`config.mk`:
```
export PLATFORM = sky130hd
export DESIGN_NAME = mem_write_monitor
export DESIGN_NICKNAME = d
export VERILOG_FILES = /design/src/rtl/mem_write_monitor.sv
export SDC_FILE = /design/constraint.sdc
export NUM_CORES = 1
export LEC_CHECK = 0
export BUFFER_PORTS_ARGS = -buffer_cell sky130_fd_sc_hd__buf_2
export CAP_MARGIN = 0
export CORE_UTILIZATION = 52
export CTS_CLUSTER_SIZE = 28
export DETAILED_ROUTE_END_ITERATION = 16
export PLACE_DENSITY = 0.78
export SETUP_SLACK_MARGIN = 0.2
export SYNTH_ARGS = -nofsm -noshare
export SYNTH_HDL_FRONTEND = slang
export SYNTH_SLANG_ARGS = --single-unit
```
`constraint.sdc`:
```
create_clock -name clk_i -period 10.2 [get_ports clk_i]
set_input_delay 0.51 -clock clk_i [delete_from_list [all_inputs] [get_ports clk_i]]
set_output_delay 0.51 -clock clk_i [all_outputs]
set_load 0.05 [all_outputs]
```
`src/rtl/mem_write_monitor.sv`:
```
// Store-traffic debug monitor: captures windowed core writes into a small FIFO and
// replays each entry through a sequential binary-to-BCD converter for 7-segment display.
//
// state  | meaning
// S_IDLE | nothing shown yet, waiting for the first captured entry
// S_LOAD | pop FIFO head into the shift registers, clear BCD accumulators
// S_CONV | one double-dabble iteration per cycle on address and data
// S_SHOW | converted entry on display, waiting for an advance request
module mem_write_monitor #(
  parameter int unsigned           DATA_WIDTH  = 32,
  parameter int unsigned           CAP_AW      = 10,
  parameter int unsigned           CAP_DW      = 10,
  parameter int unsigned           ADDR_DIGITS = 4,
  parameter int unsigned           DATA_DIGITS = 4,
  parameter int unsigned           DEPTH       = 8,
  parameter logic [DATA_WIDTH-1:0] ADDR_LO     = '0,
  parameter logic [DATA_WIDTH-1:0] ADDR_HI     = DATA_WIDTH'('hFFF),
  parameter int unsigned           HOLD_CYCLES = 50000000
) (
  input  logic                        clk_i,
  input  logic                        reset_n_i,
  input  logic                        mem_write_i,
  input  logic [DATA_WIDTH-1:0]       data_addr_i,
  input  logic [DATA_WIDTH-1:0]       write_data_i,
  input  logic                        mode_i,
  input  logic                        step_i,
  input  logic                        clear_i,
  output logic [4*ADDR_DIGITS-1:0]    disp_addr_o,
  output logic [4*DATA_DIGITS-1:0]    disp_data_o,
  output logic                        disp_valid_o,
  output logic [$clog2(DEPTH):0]      fifo_count_o,
  output logic                        overflow_o
);

  localparam int unsigned CONV_W = (CAP_AW > CAP_DW) ? CAP_AW : CAP_DW;
  localparam int unsigned EW     = CAP_AW + CAP_DW;
  localparam int unsigned PW     = $clog2(DEPTH);
  localparam int unsigned CW     = PW + 1;
  localparam int unsigned IW     = $clog2(CONV_W + 1);
  localparam int unsigned TW     = $clog2(HOLD_CYCLES + 1);
  localparam int unsigned AB     = 4 * ADDR_DIGITS;
  localparam int unsigned DB     = 4 * DATA_DIGITS;
  localparam logic [DATA_WIDTH-1:0] WIN_SPAN = ADDR_HI - ADDR_LO;

  function automatic longint unsigned pow10(input int unsigned n);
    longint unsigned p;
    p = 1;
    for (int unsigned i = 0; i < n; i++) p = p * 10;
    return p;
  endfunction

  if (pow10(ADDR_DIGITS) <= ((64'd1 << CAP_AW) - 64'd1)) begin : g_bad_addr_digits
    $error("ADDR_DIGITS too small for CAP_AW");
  end
  if (pow10(DATA_DIGITS) <= ((64'd1 << CAP_DW) - 64'd1)) begin : g_bad_data_digits
    $error("DATA_DIGITS too small for CAP_DW");
  end
  if (DEPTH < 2 || (DEPTH & (DEPTH - 1)) != 0) begin : g_bad_depth
    $error("DEPTH must be a power of 2 and >= 2");
  end
  if (HOLD_CYCLES < 1) begin : g_bad_hold
    $error("HOLD_CYCLES must be >= 1");
  end

  typedef enum logic [1:0] {S_IDLE, S_LOAD, S_CONV, S_SHOW} state_e;

  state_e              state_q;
  logic [EW-1:0]       fifo_mem [DEPTH];
  logic [PW-1:0]       wr_ptr_q, rd_ptr_q;
  logic [CW-1:0]       count_q;
  logic                overflow_q;
  logic [CONV_W-1:0]   sh_a_q, sh_d_q;
  logic [AB-1:0]       bcd_a_q, bcd_a_adj, bcd_a_d;
  logic [DB-1:0]       bcd_d_q, bcd_d_adj, bcd_d_d;
  logic [IW-1:0]       iter_q;
  logic [TW-1:0]       timer_q;
  logic [AB-1:0]       disp_addr_q;
  logic [DB-1:0]       disp_data_q;
  logic                disp_valid_q;

  logic                in_win, push_req, push_acc, pop, full, advance;
  logic [EW-1:0]       head;
  logic                unused_wdata;

  // Single unsigned compare covers both window bounds without a constant-true check at ADDR_LO=0.
  assign in_win   = (data_addr_i - ADDR_LO) <= WIN_SPAN;
  assign push_req = mem_write_i && in_win && !clear_i;
  assign full     = (count_q == CW'(DEPTH));
  assign pop      = (state_q == S_LOAD) && !clear_i;
  assign push_acc = push_req && (!full || pop);
  assign head     = fifo_mem[rd_ptr_q];
  assign advance  = mode_i ? step_i : (timer_q == TW'(HOLD_CYCLES - 1));
  assign unused_wdata = ^write_data_i[DATA_WIDTH-1:CAP_DW];

  always_ff @(posedge clk_i) begin
    if (push_acc) fifo_mem[wr_ptr_q] <= {data_addr_i[CAP_AW-1:0], write_data_i[CAP_DW-1:0]};
  end

  always_ff @(posedge clk_i or negedge reset_n_i) begin
    if (!reset_n_i) begin
      wr_ptr_q   <= '0;
      rd_ptr_q   <= '0;
      count_q    <= '0;
      overflow_q <= 1'b0;
    end else if (clear_i) begin
      wr_ptr_q   <= '0;
      rd_ptr_q   <= '0;
      count_q    <= '0;
      overflow_q <= 1'b0;
    end else begin
      if (push_acc) wr_ptr_q <= wr_ptr_q + 1'b1;
      if (pop)      rd_ptr_q <= rd_ptr_q + 1'b1;
      case ({push_acc, pop})
        2'b10:   count_q <= count_q + 1'b1;
        2'b01:   count_q <= count_q - 1'b1;
        default: count_q <= count_q;
      endcase
      if (push_req && full && !pop) overflow_q <= 1'b1;
    end
  end

  always_comb begin
    bcd_a_adj = bcd_a_q;
    for (int i = 0; i < int'(ADDR_DIGITS); i++) begin
      if (bcd_a_q[4*i +: 4] >= 4'd5) bcd_a_adj[4*i +: 4] = bcd_a_q[4*i +: 4] + 4'd3;
    end
    bcd_d_adj = bcd_d_q;
    for (int i = 0; i < int'(DATA_DIGITS); i++) begin
      if (bcd_d_q[4*i +: 4] >= 4'd5) bcd_d_adj[4*i +: 4] = bcd_d_q[4*i +: 4] + 4'd3;
    end
    bcd_a_d = {bcd_a_adj[AB-2:0], sh_a_q[CONV_W-1]};
    bcd_d_d = {bcd_d_adj[DB-2:0], sh_d_q[CONV_W-1]};
  end

  always_ff @(posedge clk_i or negedge reset_n_i) begin
    if (!reset_n_i) begin
      state_q      <= S_IDLE;
      sh_a_q       <= '0;
      sh_d_q       <= '0;
      bcd_a_q      <= '0;
      bcd_d_q      <= '0;
      iter_q       <= '0;
      timer_q      <= '0;
      disp_addr_q  <= '0;
      disp_data_q  <= '0;
      disp_valid_q <= 1'b0;
    end else if (clear_i) begin
      state_q      <= S_IDLE;
      sh_a_q       <= '0;
      sh_d_q       <= '0;
      bcd_a_q      <= '0;
      bcd_d_q      <= '0;
      iter_q       <= '0;
      timer_q      <= '0;
      disp_addr_q  <= '0;
      disp_data_q  <= '0;
      disp_valid_q <= 1'b0;
    end else begin
      case (state_q)
        S_IDLE: begin
          timer_q <= '0;
          if (count_q != '0) state_q <= S_LOAD;
        end
        S_LOAD: begin
          sh_a_q  <= CONV_W'(head[EW-1:CAP_DW]);
          sh_d_q  <= CONV_W'(head[CAP_DW-1:0]);
          bcd_a_q <= '0;
          bcd_d_q <= '0;
          iter_q  <= '0;
          state_q <= S_CONV;
        end
        S_CONV: begin
          sh_a_q  <= sh_a_q << 1;
          sh_d_q  <= sh_d_q << 1;
          bcd_a_q <= bcd_a_d;
          bcd_d_q <= bcd_d_d;
          // The last iteration's result goes straight to the display registers.
          if (iter_q == IW'(CONV_W - 1)) begin
            disp_addr_q  <= bcd_a_d;
            disp_data_q  <= bcd_d_d;
            disp_valid_q <= 1'b1;
            timer_q      <= '0;
            state_q      <= S_SHOW;
          end else begin
            iter_q <= iter_q + 1'b1;
          end
        end
        S_SHOW: begin
          if (advance) begin
            timer_q <= '0;
            if (count_q != '0) state_q <= S_LOAD;
          end else if (!mode_i) begin
            timer_q <= timer_q + 1'b1;
          end else begin
            timer_q <= '0;
          end
        end
        default: state_q <= S_IDLE;
      endcase
    end
  end

  assign disp_addr_o  = disp_addr_q;
  assign disp_data_o  = disp_data_q;
  assign disp_valid_o = disp_valid_q;
  assign fifo_count_o = count_q;
  assign overflow_o   = overflow_q;

endmodule

```
# [After elaboration in Yosys (flattened, before gate mapping)]
# Memories as Yosys holds them, arrays and structs flattened.
# Cells that the tools add are included.
[classes] addsub=14 order_cmp=9 eq_ne=11 mux=49 n_reduce_logical=24
[op_table] op="$mux 16" n=8
[op_table] op="$mux 26" n=4
[op_table] op="$pmux 26 s3" n=1
[op_table] op="$pmux 16 s2" n=2
[op_table] op="$pmux 10 s2" n=2
[op_table] op="$mux 4" n=9
[op_table] op="$ge 4x3->1 const B" n=8
[op_table] op="$le 32x12->1 const B" n=1
[op_table] op="$add 26x1->26 const B" n=1
[op_table] op="$eq 26x26->1 const B" n=1
[op_table] op="$add 4x2->4 const B" n=6
[op_table] op="$mux 10" n=2
[op_table] op="$mux 3" n=6
[op_table] op="$pmux 4 s2" n=2
[op_table] op="$reduce_bool 2->1" n=5
[op_table] op="$ne 3x3->1 const B" n=3
[op_table] op="$add 4x1->4 const B" n=2
[op_table] op="$eq 4x4->1 const B" n=2
[op_table] op="$mux 1" n=8
[op_table] op="$mux 2" n=4
[op_table] op="$pmux 2 s4" n=1
[op_table] op="$reduce_and 2->1" n=4
[op_table] op="$reduce_bool 4->1" n=2
[op_table] op="$add 3x1->3 const B" n=2
[op_table] op="other kinds (9)" n=21
[totals] ff_bits=128 mem_bits_rw=160 inputBits=70 out_inout_bits=38 elab_cells=122 mem_count=1
[memory_table] name="fifo_mem" words=8 width=20 rd=1 rd_clocked_by_memory_dff=0 write_ports=1 line="68" source="logic [EW-1:0] fifo_mem [DEPTH];"

# [Logic depth before layout (Yosys ltp)]
[depth] depth_word=7 depth_mapped=11 depth_no_buf=10

# [Worst setup path before layout]
# OpenSTA, ideal clock, no wires.
[synth_path] path_kind="input to register" start="input port data_addr_i[24]" end="memory fifo_mem[0][0] in the netlist's numbering, enable pin" setup_time_ps=422 t_arrival_ps=3269 required_ps=9778 path_slack_ps=6509 path_stages=5 path_buffers=0 cell_sequence="nor4b_1 > nand4_1 > or2_1 > or4_1 > nor3_1"
[synth_via] elab_chain_len=6
[synth_rtl] item="start: declaration" line="23" source="input logic [DATA_WIDTH-1:0] data_addr_i,"
[synth_rtl] item="$le 32x12->1" line="86" source="assign in_win = (data_addr_i - ADDR_LO) <= WIN_SPAN;"
[synth_rtl] item="$logic_and 1x1->1 (2 in series)" line="87" source="assign push_req = mem_write_i && in_win && !clear_i;"
[synth_rtl] item="$logic_and 1x1->1" line="90" source="assign push_acc = push_req && (!full || pop);"
[synth_rtl] item="$mux 1" line="96" source="if (push_acc) fifo_mem[wr_ptr_q] <= {data_addr_i[CAP_AW-1:0], write_data_i[CAP_DW-1:0]};"
[synth_rtl] item="$mux 1 (not written as such)" line="96"
[synth_rtl] item="end: declaration" line="68"
# Every way passes these cells.

# [Final worst setup path]
[layout_path] start="register state_q[1]" end="memory fifo_mem[7][0] in the netlist's numbering, enable pin"
[layout_via] elab_chain_len=6
[layout_rtl] item="start: declaration" line="67" source="state_e state_q;"
[layout_rtl] item="start signal: assignment" line="137" source="state_q <= S_IDLE;"
[layout_rtl] item="start signal: assignment" line="148" source="state_q <= S_IDLE;"
[layout_rtl] item="start signal: assignment" line="162" source="if (count_q != '0) state_q <= S_LOAD;"
[layout_rtl] item="$eq 2x1->1" line="89" source="assign pop = (state_q == S_LOAD) && !clear_i;"
[layout_rtl] item="$logic_and 1x1->1" line="89"
[layout_rtl] item="$logic_or 1x1->1" line="90"
[layout_rtl] item="$logic_and 1x1->1" line="90"
[layout_rtl] item="$mux 1" line="96"
[layout_rtl] item="$mux 1 (not written as such)" line="96"
# Every way passes these cells.

==> impl_results.md <==
- Number of sinks driven by the clock tree: 288
- Least-Margin Pin Slew: 1.18 ns
- Cell with the biggest individual delay on the critical path: ha_2
- Initial antenna violation count: 1
- Critical register-to-register path startpoint: state_q[1]
- Largest net degree at the start of global routing: between 60 and 70
- Avg Inst Size Synth: 13.4 µm²
- Global-route total usage across every layer: 21.3%
- CTS tree: yes
- Final Critical Period: 3.54 ns
- Global-route wire length before repair: about 40 mm
- Leakage: between 5 and 6 nW
- First-iteration detailed-routing DRC count: 550
- Combined buffer and inverter count along the critical path: 2
- Final hold viol count: 0
- Total via count in the routed design: approximately 8k
- Bufs on Longest Clock Path: 3
- Power share of the clock group: 36.5%
- Maximum fanout along the worst path: 56
- WL per Instance: 18.7 µm
- Number of unique standard cell types used by synthesis: 55
- DIE HEIGHT: 158 µm
- Number of max-cap violations: 0
- Capturing element of the worst setup path: fifo_mem[7][0]
- Total negative slack for setup checks: 0 ns
- Cell depth of the worst flop-to-flop path: 8
- Relative max-transition margin: 21.2%
- Post-route ant nets: 0
- Number of fill cells: 1797
- Area added between synthesis and finish: 13.7%
- DRC violation count after routing: 0
- RSZ-0062 raised after global routing: false
- Clock insertion delay at the later pin of the skew report: 0.57 ns
- Peak supply drop: 0.000142 V
- Worst clock skew: ~0.01 ns
- HPWL after detailed placement: 15.0 mm
- Number of nets in the finished design: 1124
- Cell Pwr Density: 195 nW/µm²
- Io pins: 108
- CTS root buf: clkbuf_16
- Post-CTS clock slew at the launch and capture registers of the worst setup and hold paths: 0.06 ns
- IO Port Bufs: 83
- Async set-reset flop share out of synthesis: 44.4%
- Peak per-stage delay on the critical path: 0.87 ns
- # H-tree levels: 1
- Switching part of the total power: 27.0%
- Cell area after synthesis: around 13000 µm²
- Synthesis Warnings: 0
- Final clock period utilization by the worst path: 34.7%
- Total Wirelength: about 26 mm
- Area of the die: 24900 µm²
- Most common library cell in the layout ignoring fill and taps: edfxtp_1
- Critical Path Sink Type: register
- Site row count: 56
- Internal reg-to-reg setup slack: 6.66 ns
- Post-CTS Repair Setup Buffers: 0
- Area of the placeable core: 23600 µm²
- Post-CTS sizing: 0
- Die width: 158 µm
- Vias in the first global route: 7822
- Critical path, cell by cell: inv_1 -> ha_2 -> nand2b_1 -> and3_1 -> nor3_1 -> nand3_1 -> nor2_2 -> buf_4
- Final worst slack: roughly 6.7 ns
- Number of instances on the worst hold path: 1
- Post-Synthesis Cells: 942
- Initial Util: 53.4%
- Startpoint type of the worst setup path: register
- Most used flip-flop cell after synthesis: edfxtp_1
- Number of enable flip-flop cells after synthesis: 160
- Sequential share of the synthesized area: around 63%
- Power Internal: 2.05 mW
- Cell class contributing the biggest share of worst-path delay: simple AND/OR/NAND/NOR gates
- Endpoint of the lowest-slack register-to-register path: fifo_mem[7][0]
- Required time of the critical path: 10.43 ns
- Worst Path Arrival: around 3.8 ns
- Total net switching power: 0.757 mW
- GPL Wtd Cong: 0.777
- Clock buffer count from CTS: 29
- Leading cell types in the layout, fill and taps excluded: edfxtp_1 (160), dfrtp_1 (127), buf_2 (82)
- Placement Setup Slack: 6.67 ns
- Combinational Power Share: 16.3%
- Worst min-delay path category: primary input to register
- Path length in cells of the critical path: 8
- Detailed-router iteration count before antenna repair: 5
- Number of nets produced by synthesis: 1040
- Number of register bits inferred by synthesis: 288
- Post-detailed-route via-to-cell ratio: about 5.8
- Start-to-end type of the worst setup path: register to register
- Max frequency: 283 MHz
- Final setup violation count: 0
- CTS Hold Buffers Added: 1
- Layout cell share with drive strength beyond 1: 19.2%
- Overall overflow remaining after global route: 0
- Result of the run: finished clean
- Sequential share of power: 47.2%
- Critical path startpoint: state_q[1]
- Final max-slew violation count: 0
[worst reg2reg max path, cell delays in order (launching register included)]
cell and delay, ns:
dfrtp_1 0.40, inv_1 0.11, ha_2 0.87, nand2b_1 0.16
and3_1 0.26, nor3_1 0.55, nand3_1 0.33, nor2_2 0.18
buf_4 0.35
[how the worst min path moves through the flow]
stage	end	from	slack, ns
floorplan	bcd_a_q[0]	reset_n_i	0.21
global placement	sh_a_q[6]	sh_a_q[5]	0.45
detailed placement	sh_d_q[8]	sh_d_q[7]	0.46
CTS	fifo_mem[6][5]	write_data_i[5]	0.19
global route	fifo_mem[2][5]	write_data_i[5]	0.20
finish	fifo_mem[2][5]	write_data_i[5]	0.21
[synthesized netlist by cell type (all sizes together) (2+ instances only)]
cell | n | share of area [%]
a211oi | 7 | 0.42
a21o | 24 | 1.4
a21oi | 57 | 2.3
a22o | 22 | 1.5
a311oi | 6 | 0.42
and2 | 3 | 0.15
and3 | 8 | 0.40
buf | 11 | 0.37
clkbuf | 37 | 1.1
dfrtp | 128 | 25
edfxtp | 160 | 38
ha | 27 | 2.7
inv | 29 | 0.86
mux2 | 2 | 0.21
mux2i | 31 | 2.5
mux4 | 40 | 7.1
nand2 | 76 | 2.3
nand2b | 14 | 0.69
nand3 | 31 | 1.2
nand3b | 2 | 0.12
nand4 | 12 | 0.60
nor2 | 65 | 1.9
nor2b | 3 | 0.15
nor3 | 24 | 0.95
nor3b | 5 | 0.30
nor4 | 8 | 0.45
nor4b | 3 | 0.21
o21ai | 43 | 1.7
o22ai | 5 | 0.25
o32ai | 2 | 0.14
or2 | 3 | 0.15
or4 | 5 | 0.33
xnor2 | 13 | 0.90
xor2 | 21 | 1.5
[sequential cells by signal (all words and copies together), names as in the netlist, 10 cells and up]
register / count
disp_addr_o: 16
timer_q: 26
sh_d_q: 10
disp_data_o: 16
bcd_d_q: 16
bcd_a_q: 16
fifo_mem: 160
sh_a_q: 10
[per-layer routing]
layer	vias to the layer above	track usage, %	part of all wire, %
met5	-	0	0.055
met4	2	6.15	2.0
met3	38	3.31	4.8
met2	172	36.3	50
met1	3955	28.2	43
li1	3683	-	-
[per-stage QoR]
| step | util [%] | power, mW | instance area [µm²] | hold slack [ns] | instances |
|---|---|---|---|---|---|
| 5_1_grt | 60.7 | 2.91 | 14300 | 0.199 | 1364 |
| 6_report | 60.7 | 2.80 | 14300 | 0.208 | 1365 |
| 3_5_place_dp | 56.8 | 1.80 | 13400 | 0.461 | 1313 |
| 4_1_cts | 60.7 | 2.83 | 14300 | 0.186 | 1364 |
| 2_1_floorplan | - | 1.67 | 12600 | 0.214 | 942 |
| 3_3_place_gp | 56.8 | 1.78 | 13400 | 0.448 | 1313 |
[power groups by stage]
stage	combinational, mW	sequential (mW)	clock (mW)
after floorplan	0.326	1.35	0
after global placement	0.442	1.34	0
after detailed placement	0.457	1.34	0
after CTS	0.461	1.32	1.04
after global routing	0.503	1.33	1.08
final	0.457	1.32	1.02
[kinds of logic after synthesis]
group           count (synthesis)  synth area share [%]
flops                         288                  63.5
simple gates                  265                  10.1
compound gates                177                  9.08
buf+inv                        77                  2.33
mux                            73                  9.81
xor+xnor                       34                  2.36
fa+ha+maj                      28                  2.84
[area by class of cell]
class | instances | area [µm²] | share of cell area, %
antenna | 1 | 2.50 | 0.0174
clock buffer | 42 | 835 | 5.82
clock inverter | 8 | 81.3 | 0.567
inverter | 29 | 109 | 0.759
multi-input combinational | 577 | 4350 | 30.3
sequential | 288 | 8010 | 55.8
tap | 319 | 399 | 2.78
timing repair buffer | 101 | 559 | 3.90
No activity file was read; power rests on OpenSTA's default activity.
